$ cat config.mk
export PLATFORM = sky130hd
export DESIGN_NAME = sata_srst_seq
export DESIGN_NICKNAME = d
export VERILOG_FILES = /design/src/rtl/sata_srst_seq_pkg.sv /design/src/rtl/sata_fis_tx5.sv /design/src/rtl/sata_srst_seq.sv
export SDC_FILE = /design/constraint.sdc
export NUM_CORES = 1
export LEC_CHECK = 0
export BUFFER_PORTS_ARGS = -buffer_cell sky130_fd_sc_hd__buf_2
export CORE_MARGIN = 2
export CORE_UTILIZATION = 56
export DETAILED_ROUTE_END_ITERATION = 10
export PLACE_DENSITY = 0.8
export SYNTH_ARGS = -nofsm -noshare
export SYNTH_HDL_FRONTEND = slang
export SYNTH_HIERARCHICAL = 1
export SYNTH_SLANG_ARGS = --single-unit
$ cat constraint.sdc
create_clock -name clk -period 4 [get_ports clk]
set_input_delay 1 -clock clk [delete_from_list [all_inputs] [get_ports clk]]
set_output_delay 1 -clock clk [all_outputs]
set_load 0.02 [all_outputs]
$ cat src/rtl/sata_srst_seq_pkg.sv
// Shared constants for the SATA soft-reset sequencer: FIS types, SRST control bit,
// H2D frame length, sequencer state encoding and counter sizing helper.
package sata_srst_seq_pkg;

    localparam logic [7:0] FIS_TYPE_H2D = 8'h27;
    localparam logic [7:0] FIS_TYPE_D2H = 8'h34;
    localparam int         SRST_BIT     = 2;
    localparam int         FIS_LEN      = 5;

    // Control byte sits in the top byte of H2D word 3
    localparam logic [31:0] CTRL_SRST = 32'(1) << (24 + SRST_BIT);

    typedef enum logic [2:0] {
        ST_IDLE,
        ST_SEND_SET,
        ST_HOLD,
        ST_SEND_CLR,
        ST_WAIT_D2H,
        ST_DONE,
        ST_FAIL
    } state_t;

    function automatic int cnt_width(input int n);
        return ($clog2(n + 1) < 1) ? 1 : $clog2(n + 1);
    endfunction

endpackage

$ cat src/rtl/sata_fis_tx5.sv
// Five-word frame sender with valid/ready handshake; start loads word 0,
// done pulses in the cycle the last word is accepted.
module sata_fis_tx5
    import sata_srst_seq_pkg::*;
(
    input  logic        clk,
    input  logic        reset,
    input  logic        start,
    input  logic [31:0] w0,
    input  logic [31:0] w1,
    input  logic [31:0] w2,
    input  logic [31:0] w3,
    input  logic [31:0] w4,
    output logic        m_valid,
    input  logic        m_ready,
    output logic [31:0] m_data,
    output logic        m_last,
    output logic        done
);

    localparam logic [2:0] LAST_IDX = 3'(FIS_LEN - 1);

    logic [2:0] idx;

    always_ff @(posedge clk or posedge reset) begin
        if (reset) begin
            m_valid <= 1'b0;
            idx     <= '0;
        end else if (start) begin
            m_valid <= 1'b1;
            idx     <= '0;
        end else if (m_valid && m_ready) begin
            if (idx == LAST_IDX) begin
                m_valid <= 1'b0;
                idx     <= '0;
            end else begin
                idx <= idx + 3'd1;
            end
        end
    end

    always_comb begin
        m_data = '0;
        if (m_valid) begin
            case (idx)
                3'd0:    m_data = w0;
                3'd1:    m_data = w1;
                3'd2:    m_data = w2;
                3'd3:    m_data = w3;
                3'd4:    m_data = w4;
                default: m_data = '0;
            endcase
        end
    end

    assign m_last = m_valid && (idx == LAST_IDX);
    assign done   = m_valid && m_ready && m_last;

endmodule

$ cat src/rtl/sata_srst_seq.sv
// SATA soft-reset sequencer: SRST set FIS, hold, SRST clear FIS, then wait for
// the D2H Register FIS carrying the device signature, retrying on timeout.
module sata_srst_seq
    import sata_srst_seq_pkg::*;
#(
    parameter int HOLD_CYCLES = 16,
    parameter int TIMEOUT     = 1000000,
    parameter int RETRIES     = 2
) (
    input  logic        clk,
    input  logic        reset,
    input  logic        i_start,
    input  logic [3:0]  i_pmport,
    output logic        o_busy,
    output logic        o_done,
    output logic        o_err,
    output logic [31:0] o_sig,
    output logic        m_valid,
    input  logic        m_ready,
    output logic [31:0] m_data,
    output logic        m_last,
    input  logic        s_valid,
    input  logic [31:0] s_data,
    input  logic        s_last
);

    localparam int HW = cnt_width(HOLD_CYCLES);
    localparam int TW = cnt_width(TIMEOUT);
    localparam int RW = cnt_width(RETRIES);
    localparam logic [2:0] RX_SAT = 3'(FIS_LEN);

    state_t        state, state_nxt;
    logic [3:0]    pmport;
    logic [HW-1:0] h_cnt;
    logic [TW-1:0] t_cnt;
    logic [RW-1:0] r_cnt;
    logic          tx_start, tx_done;
    logic [2:0]    rx_idx;
    logic          rx_good;
    logic [23:0]   rx_w1;
    logic [7:0]    rx_w3;
    logic          rx_qual, timeout_hit;
    logic [31:0]   w0, w3;

    assign w0 = {16'h0000, 4'h0, pmport, FIS_TYPE_H2D};
    assign w3 = (state == ST_SEND_SET) ? CTRL_SRST : 32'h0;

    sata_fis_tx5 u_tx (
        .clk     (clk),
        .reset   (reset),
        .start   (tx_start),
        .w0      (w0),
        .w1      (32'h0),
        .w2      (32'h0),
        .w3      (w3),
        .w4      (32'h0),
        .m_valid (m_valid),
        .m_ready (m_ready),
        .m_data  (m_data),
        .m_last  (m_last),
        .done    (tx_done)
    );

    // Frames whose word 0 arrived outside WAIT_D2H never get rx_good set
    assign rx_qual     = (state == ST_WAIT_D2H) && s_valid && s_last && rx_good &&
                         (rx_idx == 3'(FIS_LEN - 1));
    assign timeout_hit = (state == ST_WAIT_D2H) && (t_cnt == TW'(TIMEOUT - 1));

    always_comb begin
        state_nxt = state;
        tx_start  = 1'b0;
        case (state)
            ST_IDLE: if (i_start) begin
                state_nxt = ST_SEND_SET;
                tx_start  = 1'b1;
            end
            ST_SEND_SET: if (tx_done) state_nxt = ST_HOLD;
            ST_HOLD: if (h_cnt <= HW'(1)) begin
                state_nxt = ST_SEND_CLR;
                tx_start  = 1'b1;
            end
            ST_SEND_CLR: if (tx_done) state_nxt = ST_WAIT_D2H;
            ST_WAIT_D2H: begin
                if (rx_qual) begin
                    state_nxt = ST_DONE;
                end else if (timeout_hit) begin
                    if (r_cnt != '0) begin
                        state_nxt = ST_SEND_SET;
                        tx_start  = 1'b1;
                    end else begin
                        state_nxt = ST_FAIL;
                    end
                end
            end
            ST_DONE: state_nxt = ST_IDLE;
            ST_FAIL: state_nxt = ST_IDLE;
            default: state_nxt = ST_IDLE;
        endcase
    end

    assign o_busy = (state != ST_IDLE);
    assign o_done = (state == ST_DONE);
    assign o_err  = (state == ST_FAIL);

    always_ff @(posedge clk or posedge reset) begin
        if (reset) begin
            state  <= ST_IDLE;
            pmport <= '0;
            h_cnt  <= '0;
            t_cnt  <= '0;
            r_cnt  <= '0;
        end else begin
            state <= state_nxt;
            if (state == ST_IDLE && i_start) begin
                pmport <= i_pmport;
                r_cnt  <= RW'(RETRIES);
            end else if (timeout_hit && !rx_qual && r_cnt != '0) begin
                r_cnt <= r_cnt - RW'(1);
            end
            if (state == ST_SEND_SET)
                h_cnt <= HW'(HOLD_CYCLES);
            else if (state == ST_HOLD && h_cnt != '0)
                h_cnt <= h_cnt - HW'(1);
            if (state == ST_WAIT_D2H && !timeout_hit)
                t_cnt <= t_cnt + TW'(1);
            else
                t_cnt <= '0;
        end
    end

    // Receive tracking runs in every state so in-flight frames are skipped cleanly
    always_ff @(posedge clk or posedge reset) begin
        if (reset) begin
            rx_idx  <= '0;
            rx_good <= 1'b0;
            rx_w1   <= '0;
            rx_w3   <= '0;
            o_sig   <= '0;
        end else begin
            if (s_valid) begin
                if (s_last)
                    rx_idx <= '0;
                else if (rx_idx != RX_SAT)
                    rx_idx <= rx_idx + 3'd1;
                if (rx_idx == 3'd0)
                    rx_good <= (state == ST_WAIT_D2H) && (s_data[7:0] == FIS_TYPE_D2H);
                if (rx_idx == 3'd1)
                    rx_w1 <= s_data[23:0];
                if (rx_idx == 3'd3)
                    rx_w3 <= s_data[7:0];
            end
            if (rx_qual)
                o_sig <= {rx_w1, rx_w3};
        end
    end

endmodule

# Word-level counts from Yosys, hierarchy flattened
# Index checks and enable logic that the tools add are counted.
# word_totals
out_inout_bits	69
rom_bits	0
ramBits	0
register_bits	106
input_bits	42
mem_count	0
latchBits	0
# classes
shift	0
order_cmp	1
n_eq_ne	19
n_addsub	5
bitwise_logic	0
n_reduce_logical	33
n_mul	0
div_mod_pow	0
muxes	30
# op_table
cell	count
27-bit case mux with 2 select lines	1
3-bit 2-to-1 mux	12
32-bit 2-to-1 mux	1
27-bit 2-to-1 mux	1
20-bit by 1-bit adder with 20-bit output, second input constant	1
20-bit equality test, second input constant	1
20-bit 2-to-1 mux	1
3-bit equality test, second input constant	5
3-bit case mux with 5 select lines	1
1-bit logical AND	14
3-bit by 2-bit equality test with 1-bit output, second input constant	4
2-bit nonzero test	6
5-bit 2-to-1 mux	2
2-bit AND reduction	5
3-bit logical NOT	3
8-bit by 6-bit equality test with 1-bit output, second input constant	1
1-bit 2-to-1 mux	8
2-bit != test, second input constant	4
3-bit by 1-bit adder with 3-bit output, second input constant	2
3-bit by 1-bit equality test with 1-bit output, second input constant	2
3-bit != test, second input constant	2
5-bit by 1-bit less-or-equal comparator with 1-bit output, second input constant	1
5-bit AND reduction	1
5-bit nonzero test	1
other kinds (6)	8

# Logic depth before layout (Yosys ltp)
# Gate-level depths: netlist of run 1.
# logic_depth
word_depth	10
depth_mapped	11
depth_no_buf	8

# By module
# The synthesis of run 1 kept the hierarchy.
# by_module_without_submodules
mod	cells_per_inst	area_per_inst_um2	seq_area_each_um2	n_inst
sata_srst_seq	363	4526.8	2552.4	1
sata_fis_tx5	184	1355.0	100.1	1

# Worst setup path before layout of run 1
# Ideal clock, no wire load.
# synth_timing
kind	reg-to-output
startpoint	reg u_tx.idx[2]
endpoint	out m_data[26]
arrival_ns	1.695
path_buffers	3
slack_ns	1.305
stages_incl_launch_ff	8
path_cell_list	dfrtp_1 -> clkbuf_1 -> inv_1 -> ha_1 -> buf_4 -> clkbuf_1 -> a22oi_1 -> a21oi_1
# synth_between
elab_chain_len	3
elab_cells_between_ends	4
cone_classes	eq/ne (1); mux (2); reduce/logical (1)
# synth_rtl
element	line	source
start: declaration	sata_fis_tx5.sv:23	logic [2:0] idx;
start signal: assignment	sata_fis_tx5.sv:37	idx <= idx + 3'd1;
3-bit by 2-bit equality test with 1-bit output or 3-bit logical NOT (tied branches)	sata_fis_tx5.sv:45	case (idx)
27-bit case mux with 2 select lines (*)	sata_fis_tx5.sv:45	
32-bit 2-to-1 mux (*)	sata_fis_tx5.sv:44	if (m_valid) begin
end: declaration	sata_srst_seq.sv:20	output logic [31:0] m_data,
# Every way passes the cells marked *; elsewhere a longest branch is shown, timed or not.

# Final worst setup path of run 1
# layout_timing
startpoint	reg u_tx.idx[0]
endpoint	out m_data[11]
# Same word-level chain as after synthesis.

==> results of run 1 <==
[cell type report]
type	instances	area (um2)	area share, %
tap	136	170	2.40
multi-input combinational	536	3520	49.6
sequential	106	2650	37.4
timing repair buffer	89	470	6.63
clock buffer	9	124	1.75
clock inverter	7	85.1	1.20
inverter	19	73.8	1.04
[cell families after synthesis]
family	after synthesis
other	2
muxes	69
buffers and inverters	58
adders and majority gates	14
DFF	106
and+or+nand+nor	143
xor gates and xnor gates	16
AOI/OAI and AO/OA	139
[power by group]
| group | leakage (uW) | total [uW] | switching, uW | internal (uW) |
|---|---|---|---|---|
| combinational | 0.00198 | 1650 | 940 | 709 |
| clock | 0.000100 | 656 | 406 | 250 |
| sequential | 0.00138 | 1500 | 183 | 1310 |
[through the flow]
step	area, um2	cells	setup slack [ps]	util [%]
2_1_floorplan	6460	700	325	-
3_3_place_gp	6890	886	902	67.0
3_5_place_dp	6890	886	844	67.0
4_1_cts	7100	902	433	69.1
5_1_grt	7100	902	265	69.1
6_report	7100	902	428	69.1
[worst max-delay path, cell delays in order, from the launching register on]
cell and delay (ps):
dfrtp_1 420, inv_1 90, ha_1 510, o31ai_4 590, buf_4 340, a21oi_1 90, buf_2 170
[worst min path at each step]
stage | cells after the start | slack [ps] | endpoint | start
after floorplan | 1 | 440 | t_cnt[0]$_DFF_PP0_ | t_cnt[0]$_DFF_PP0_
after global placement | 1 | 460 | t_cnt[0]$_DFF_PP0_ | t_cnt[0]$_DFF_PP0_
after detailed placement | 1 | 480 | t_cnt[0]$_DFF_PP0_ | t_cnt[0]$_DFF_PP0_
after CTS | 1 | 490 | t_cnt[0]$_DFF_PP0_ | t_cnt[0]$_DFF_PP0_
after global routing | 2 | 520 | u_tx/m_valid$_DFFE_PP0P_ | reset
final | 1 | 490 | t_cnt[0]$_DFF_PP0_ | t_cnt[0]$_DFF_PP0_
[flip-flops by register name, indices dropped and copies added, names as in the netlist, 3 cells and up]
name      count
rx_idx        3
state         3
t_cnt        20
rx_w1        24
o_sig        32
h_cnt         5
pmport        4
u_tx/idx      3
rx_w3         8
[metal layers]
metal	vias to the layer above	routed length, um	global-route usage, %
met2	145	6310	39.9
li1	2319	-	-
met3	15	802	5.82
met1	2338	5500	30.1
met5	-	0	0
met4	0	138	5.66
[cells in the final DEF (no fill, tap or decap), drive strengths merged, types with 7 or more instances in the layout]
| cell | netlist | layout |
|---|---|---|
| xor2 | 11 | 11 |
| nand2 | 17 | 17 |
| or2 | 34 | 34 |
| a222oi | 32 | 32 |
| a22oi | 32 | 32 |
| nand4 | 9 | 9 |
| dfrtp | 106 | 106 |
| ha | 14 | 14 |
| inv | 19 | 21 |
| clkbuf | 13 | 9 |
| conb | 2 | 155 |
| a21oi | 48 | 48 |
| or3 | 7 | 7 |
| mux2 | 68 | 68 |
| nor2 | 27 | 27 |
| nand3 | 13 | 13 |
| buf | 26 | 89 |
==> results.cfg, run 1 <==
[logic_synthesis]
syn_inst = 547
yosys-top-cells-count = 106 x dfrtp_1, 68 x mux2_2, 48 x a21oi_1
synth_compound_area_share_pct = 17.4
ys_seq_elements = 106
synth_area_um2 = 5880
synth_cell_types = 54
synth-simple-area-share_pct = 14.1
synth_top_flop_cell = dfrtp_1
synth_fa_ha_area_share_pct = 2.98
synth_top_family_by_area = compound AO/OA/AOI/OAI gates
syn_area_per_cell_um2 = 10.8
synth.area.mux_share_pct = 13.2
yosys.cell_count.top_type = dfrtp_1
seq_area_frac_synth_pct = 45.1
synth_edf_count = 0
synth_xor_area_share_pct = 2.38
synth_area_leaders = dfrtp_1 45%, mux2_2 13%, a222oi_1 5.4%
synth-warning-count = 6
synth_top_area_cell = dfrtp_1
synthArstFlopShare_pct = 100
synth_top_area_share_pct = 45.1

[worst_setup_path]
r2r-end = state[0]$_DFFE_PP0P_
startpoint_type = flip-flop
worstSetupEndpointType = output pin
critical_path_arrival_ps = 2570
cp_max_fo = 25
path_class = reg2out
rr_startpoint = u_tx/idx[0]$_DFFE_PP0P_
reg2regPathDepth = 8
critPathCapture = m_data[11]
r2r_setup_slack_ps = 1280
cp.required_ps = 3000
crit_start = u_tx/idx[0]$_DFFE_PP0P_

[timing]
fin_tns_setup_ps = 0
rsz0062_at_grt = false
setup_violations = 0
maxSlewHeadroom_pct = 38.9
fmax_ghz = 0.280
final-max-slew-violation-count = 0
hold_viol = 0
tightest_slew_ps = 917
final.period_utilization_pct = 89.3
post-route-min-period_ps = 3570
hold_ws_ps = 494
skew_ps = 12.5

[worst_hold_path]
hp-class = reg2reg

[floorplanning]
rows = 37
core_um2 = 10300
num_io_pins = 111
die_x_um = 106
die_area_um2 = 11300
start_util_pct = 57.2
die_h_um = 106

[grt]
grt_pass1_wl_um = 21600
grt_usage_pct = 23.4
grt_pass1_vias = 4600
antenna_found_initial = 0
gr-total-overflow = 0
grt_max_degree = 56

[clock_network]
post_cts_buffers = 0
cts_sinks = 106
clock_latency_ps = 370
cts_resized = 0
clockRootBuffer = clkbuf_8
htreeDepth = 3
cts_buffers = 9
clkTransAtPathRegs_ps = 110
cts_buffer_depth = 2
cts_tree = done
postCtsHoldBufs = 0

[detailed_routing]
wl_per_cell_um = 14.1
num_vias = 4817
drt_iter0_drc = 364
drtPass1Iterations = 7
wl_um = 12800
viasPerCell = 5.34
ant_nets = 0
drc = 0

[layout]
antenna_cells = 0
fillers = 795
areaGrowthSynthToFinish_pct = 20.7
final_layout_size_suffix_gt1_share_pct = 28.2
final_nets = 817

[run_status]
status = completed

[power]
power.leakage_uw = 0.00347
peakVddDrop_v = 0.000349
fin_total_pwr_uw = 3800
power_density_nw_per_um2 = 535

[run]
maxCapViolCount = 0

[placement]
place.gp.congestion = 0.828
dp_hpwl_um = 8940
portBuffers = 79
Note: power is estimated with default switching activity, not from simulation.
==> run 2, diff against run 1 <==
- CORE_UTILIZATION: 56 -> 54
- SYNTH_HIERARCHICAL: 1 -> not set
==> run 2 against run 1 <==
Net effect:
- cell count is 33% lower
- highest routed layer unchanged
- global-route usage is 4.7 points lower
- largest cell class is now sequential cells
- register-to-register slack better by 480 ps
==> results.cfg, run 2 <==
[timing]
skew_ps = 10.7
maxSlewHeadroom_pct = 47.2
final.period_utilization_pct = 69.0
post-route-min-period_ps = 2760
setup_violations = 0
final-max-slew-violation-count = 0
fin_tns_setup_ps = 0
hold_viol = 0
tightest_slew_ps = 786
fmax_ghz = 0.362
rsz0062_at_grt = false
fin_ws_ps = 1240

[clock_network]
clockRootBuffer = clkbuf_8
clock_latency_ps = 360
cts_tree = done
postCtsHoldBufs = 0
cts_buffers = 9
htreeDepth = 3
clkTransAtPathRegs_ps = 110
cts_buffer_depth = 2
cts_resized = 0
post_cts_buffers = 0
cts_sinks = 106

[layout]
final-seq-area_um2 = 2650
areaGrowthSynthToFinish_pct = 12.2
fillers = 702
final_layout_size_suffix_gt1_share_pct = 35.9
antenna_cells = 0
multi_input_area_um2 = 2040
reg_top3 = o_sig: 32 flops, rx_w1: 24 flops, t_cnt: 20 flops
mostFrequentLayoutCell = dfrtp_1
final_nets = 542
mostFrequentLayoutCells = 106 x dfrtp_1, 79 x buf_2, 68 x mux2_2
largest_register_ffs = 32
largest-register = o_sig

[power]
power_density_nw_per_um2 = 511
peakVddDrop_v = 0.000287
power.leakage_uw = 0.00274
fin_total_pwr_uw = 2810

[logic_synthesis]
yosys-top-cells-count = 106 x dfrtp_1, 68 x mux2_2, 31 x nor2_1
synth_top_flop_cell = dfrtp_1
synth_edf_count = 0
synth_area_leaders = dfrtp_1 54%, mux2_2 16%, buf_4 4.0%
ys_seq_elements = 106
synth_cell_types = 47
synthArstFlopShare_pct = 100
synth-warning-count = 0
synth_top_area_cell = dfrtp_1
synth_top_area_share_pct = 54.1
yosys.cell_count.top_type = dfrtp_1
syn_inst = 407
syn_area_per_cell_um2 = 12.1
synth_area_um2 = 4910
seq_area_frac_synth_pct = 54.1

[detailed_routing]
wl_per_cell_um = 14.4
ant_nets = 0
viasPerCell = 5.27
num_vias = 3165
drt_iter0_drc = 127
drc = 0
drtPass1Iterations = 4
wl_um = 8670

[grt]
antenna_found_initial = 0
grt_pass1_vias = 3308
grt_pass1_wl_um = 14900
gr-total-overflow = 0
grt_max_degree = 66
grt_usage_pct = 18.7

[worst_setup_path]
cp.required_ps = 3000
crit_start = state[0]$_DFFE_PP0P_
reg2regPathDepth = 7
crit_chain = nor2b_1, nor2b_1, and3_1, buf_2
critical_path_arrival_ps = 1760
crit_path_max_incr_delay_ps = 560
startpoint_type = flip-flop
path_delay_family = simple AND/OR/NAND/NOR gates
path_class = reg2out
slowest_stage = dfrtp_1
cp.depth = 4
cp_max_fo = 11
r2r_setup_slack_ps = 1760
worstSetupEndpointType = output pin
r2r-end = o_sig[11]$_DFFE_PP0P_
cpMostUsedCell = nor2b_1
critPathCapture = m_data[26]
rr_startpoint = rx_idx[0]$_DFFE_PP0P_
cp_num_buf_inv = 1

[placement]
place.gp.congestion = 0.837
dp_hpwl_um = 6310
pre_cts_slack_ps = 1280
portBuffers = 79

[run_status]
status = completed

[floorplanning]
num_io_pins = 111
rows = 34
die_h_um = 99.3
start_util_pct = 56.0
die_area_um2 = 9870
core_um2 = 8760
die_x_um = 99.3

[run]
maxCapViolCount = 0

[worst_hold_path]
hp-class = reg2reg
## run 2: worst min path at each step
| stage | cells after the start | to | start |
|---|---|---|---|
| floorplan | 1 | t_cnt[0]$_DFF_PP0_ | t_cnt[0]$_DFF_PP0_ |
| global placement | 1 | t_cnt[0]$_DFF_PP0_ | t_cnt[0]$_DFF_PP0_ |
| detailed placement | 1 | t_cnt[0]$_DFF_PP0_ | t_cnt[0]$_DFF_PP0_ |
| CTS | 1 | t_cnt[0]$_DFF_PP0_ | t_cnt[0]$_DFF_PP0_ |
| global route | 1 | o_sig[28]$_DFFE_PP0P_ | o_sig[28]$_DFFE_PP0P_ |
| finish | 1 | t_cnt[0]$_DFF_PP0_ | t_cnt[0]$_DFF_PP0_ |
## run 2: per-stage QoR
| stage | std cells | hold slack, ps | utilization, % | cell area [um2] |
|---|---|---|---|---|
| global route | 601 | 521 | 62.8 | 5500 |
| detailed placement | 585 | 484 | 60.8 | 5320 |
| finish | 601 | 493 | 62.8 | 5500 |
| CTS | 601 | 498 | 62.8 | 5500 |
| global placement | 585 | 473 | 60.8 | 5320 |
| floorplan | 429 | 455 | - | 4990 |
## run 2: power breakdown
| group | leakage, uW | switching (uW) | internal [uW] |
|---|---|---|---|
| clock | 0.0000846 | 371 | 234 |
| sequential | 0.00138 | 170 | 1310 |
| combinational | 0.00128 | 373 | 355 |
| total | 0.00274 | 915 | 1900 |
## run 2: routing by layer
metal / up-vias / GRT usage (%) / part of all wire, %
met5: - / 0 / 0
met4: 0 / 6.01 / 1.7
met3: 15 / 4.29 / 4.5
met2: 80 / 32.3 / 51
met1: 1556 / 23.3 / 43
li1: 1514 / - / -
## run 2: logic make-up (layout without fill, tap and decap cells)
| kind of cell | count (synthesis) | count (layout) | synth area share (%) |
|---|---|---|---|
| muxes | 69 | 69 | 15.8 |
| DFF | 106 | 106 | 54.1 |
| xor gates and xnor gates | 23 | 23 | 4.10 |
| other | 1 | 23 | 0.0764 |
| AOI/OAI and AO/OA | 29 | 29 | 3.93 |
| and+or+nand+nor | 115 | 115 | 12.9 |
| adders and majority gates | 12 | 12 | 3.06 |
| buffers and inverters | 52 | 116 | 6.12 |
## run 2: cell type report
class / instances / area share [%]
clock inverters: 6 / 0.955
flip-flops and latches: 106 / 48.2
repair buffers: 85 / 8.00
well taps: 108 / 2.46
clock buffers: 10 / 2.32
inverters: 15 / 1.07
multi-input cells: 271 / 37.0
==> run 3, diff against run 2 <==
- clock period: 4 -> 2.79 ns (I/O delays scaled with it)
==> run 3 against run 2 <==
Net effect:
- die area unchanged
- power increased by 49%
- via count fell by 0.51%
- sequential share of layout area fell by 0.43 points
- clock power up 65%
- flip-flop and latch count stayed put
- cell count fell by 0.33%
- clock-buffer cell count unchanged
- routed wire length is 2.3% higher
- non-clock buffer count is the same
- largest power group unchanged
- global-route usage grew 0.056 points
- worst setup slack worse by 870 ps
- critical path type unchanged
==> results.cfg, run 3 (synthesized netlist as in run 2, its figures left out) <==
[worst_setup_path]
cp.required_ps = 2090
r2r-end = pmport[1]$_DFFE_PP0P_
rr_startpoint = state[1]$_DFFE_PP0P_
crit_path_max_incr_delay_ps = 540
cp_max_fo = 11
startpoint_type = flip-flop
path_class = reg2out
cpMostUsedCell = nor2b_1
r2r_setup_slack_ps = 830
slowest_stage = dfrtp_1
crit_chain = nor2b_1, nor2b_1, and3_1, buf_2
reg2regPathDepth = 3
worstSetupEndpointType = output pin
critical_path_arrival_ps = 1730

[layout]
final_layout_size_suffix_gt1_share_pct = 35.6
mostFrequentLayoutCell = dfrtp_1
final-seq-area_um2 = 2650
final_nets = 542
largest-register = o_sig
reg_top3 = o_sig: 32 flops, rx_w1: 24 flops, t_cnt: 20 flops
antenna_cells = 0
mostFrequentLayoutCells = 106 x dfrtp_1, 79 x buf_2, 68 x mux2_2
final_cells = 599
largest_register_ffs = 32
multi_input_area_um2 = 2040
design_area_um2 = 5550
areaGrowthSynthToFinish_pct = 13.2
fillers = 682

[placement]
portBuffers = 79
dp_hpwl_um = 6350
place_inst = 585
pre_cts_slack_ps = 752
placed_cell_area_um2 = 5350
place.gp.congestion = 0.793

[clock_network]
clkTransAtPathRegs_ps = 90
clock_latency_ps = 360
cts_buffer_depth = 2
cts_buffers = 9
post_cts_buffers = 0
htreeDepth = 3
cts_resized = 0
postCtsHoldBufs = 0
cts_sinks = 106
cts_tree = done
clockRootBuffer = clkbuf_8

[detailed_routing]
drtPass1Iterations = 5
wl_um = 8870
drt_iter0_drc = 98
viasPerCell = 5.26
ant_nets = 0
drc = 0
num_vias = 3149
wl_per_cell_um = 14.8

[timing]
hold_viol = 0
setup_violations = 0
rsz0062_at_grt = false
post-route-min-period_ps = 2420
fin_tns_setup_ps = 0
fmax_ghz = 0.413
hold_ws_ps = 417
maxSlewHeadroom_pct = 45.6
fin_ws_ps = 367
final.period_utilization_pct = 86.9
skew_ps = 10.1
final-max-slew-violation-count = 0
tightest_slew_ps = 810

[grt]
grt_max_degree = 59
grt_pass1_wl_um = 15000
antenna_found_initial = 0
grt_usage_pct = 18.7
gr-total-overflow = 0
grt_pass1_vias = 3381

[floorplanning]
start_util_pct = 56.0
die_h_um = 99.3
rows = 34
die_x_um = 99.3
die_area_um2 = 9870
core_um2 = 8760
num_io_pins = 111

[run]
maxCapViolCount = 0

[worst_hold_path]
hp-class = in2async

[power]
power_density_nw_per_um2 = 754
peakVddDrop_v = 0.000472
power.leakage_uw = 0.00276

[run_status]
status = completed
[run 3: cell type report]
type	instances	area share [%]
Timing Repair Buffer	85	8.38
Clock buffer	10	2.30
Sequential cell	106	47.8
Tap cell	108	2.43
Clock inverter	4	1.37
Multi-Input combinational cell	271	36.7
Inverter	15	1.08
[run 3: report_power, final]
part | switching (uW) | internal, uW | total (uW) | leakage (uW)
Sequential | 247 | 1880 | 2120 | 0.00138
Clock | 501 | 500 | 1000 | 0.0000988
Combinational | 547 | 514 | 1060 | 0.00128
Total | 1290 | 2890 | 4190 | 0.00276
[run 3: worst max-delay path by stage]
stage	startpoint	endpoint	slack (ps)
detailed placement	i_start	pmport[1]$_DFFE_PP0P_	750
global route	state[0]$_DFFE_PP0P_	m_data[26]	240
global placement	state[0]$_DFFE_PP0P_	m_data[26]	780
finish	state[0]$_DFFE_PP0P_	m_data[26]	370
floorplan	reset	h_cnt[0]$_DFFE_PP0P_	820
CTS	state[0]$_DFFE_PP0P_	m_data[26]	360
[run 3: per-stage QoR]
stage	total power [uW]	util, %
after global placement	3140	61.1
final	4190	63.4
after CTS	4220	63.4
after detailed placement	3220	61.1
after floorplan	2980	-
after global routing	4440	63.4
[run 3: critical path: cells and delay by family, from the launching register on]
kind | cells | cell delay (ps)
buffers and inverters | 1 | 160
and+or+nand+nor | 3 | 670
DFF | 1 | 540
[run 3: layer usage]
layer	global-route usage [%]	share of wire, %
met1	22.2	43
met2	33.8	52
met3	3.30	3.5
met4	7.27	1.7
met5	0	0
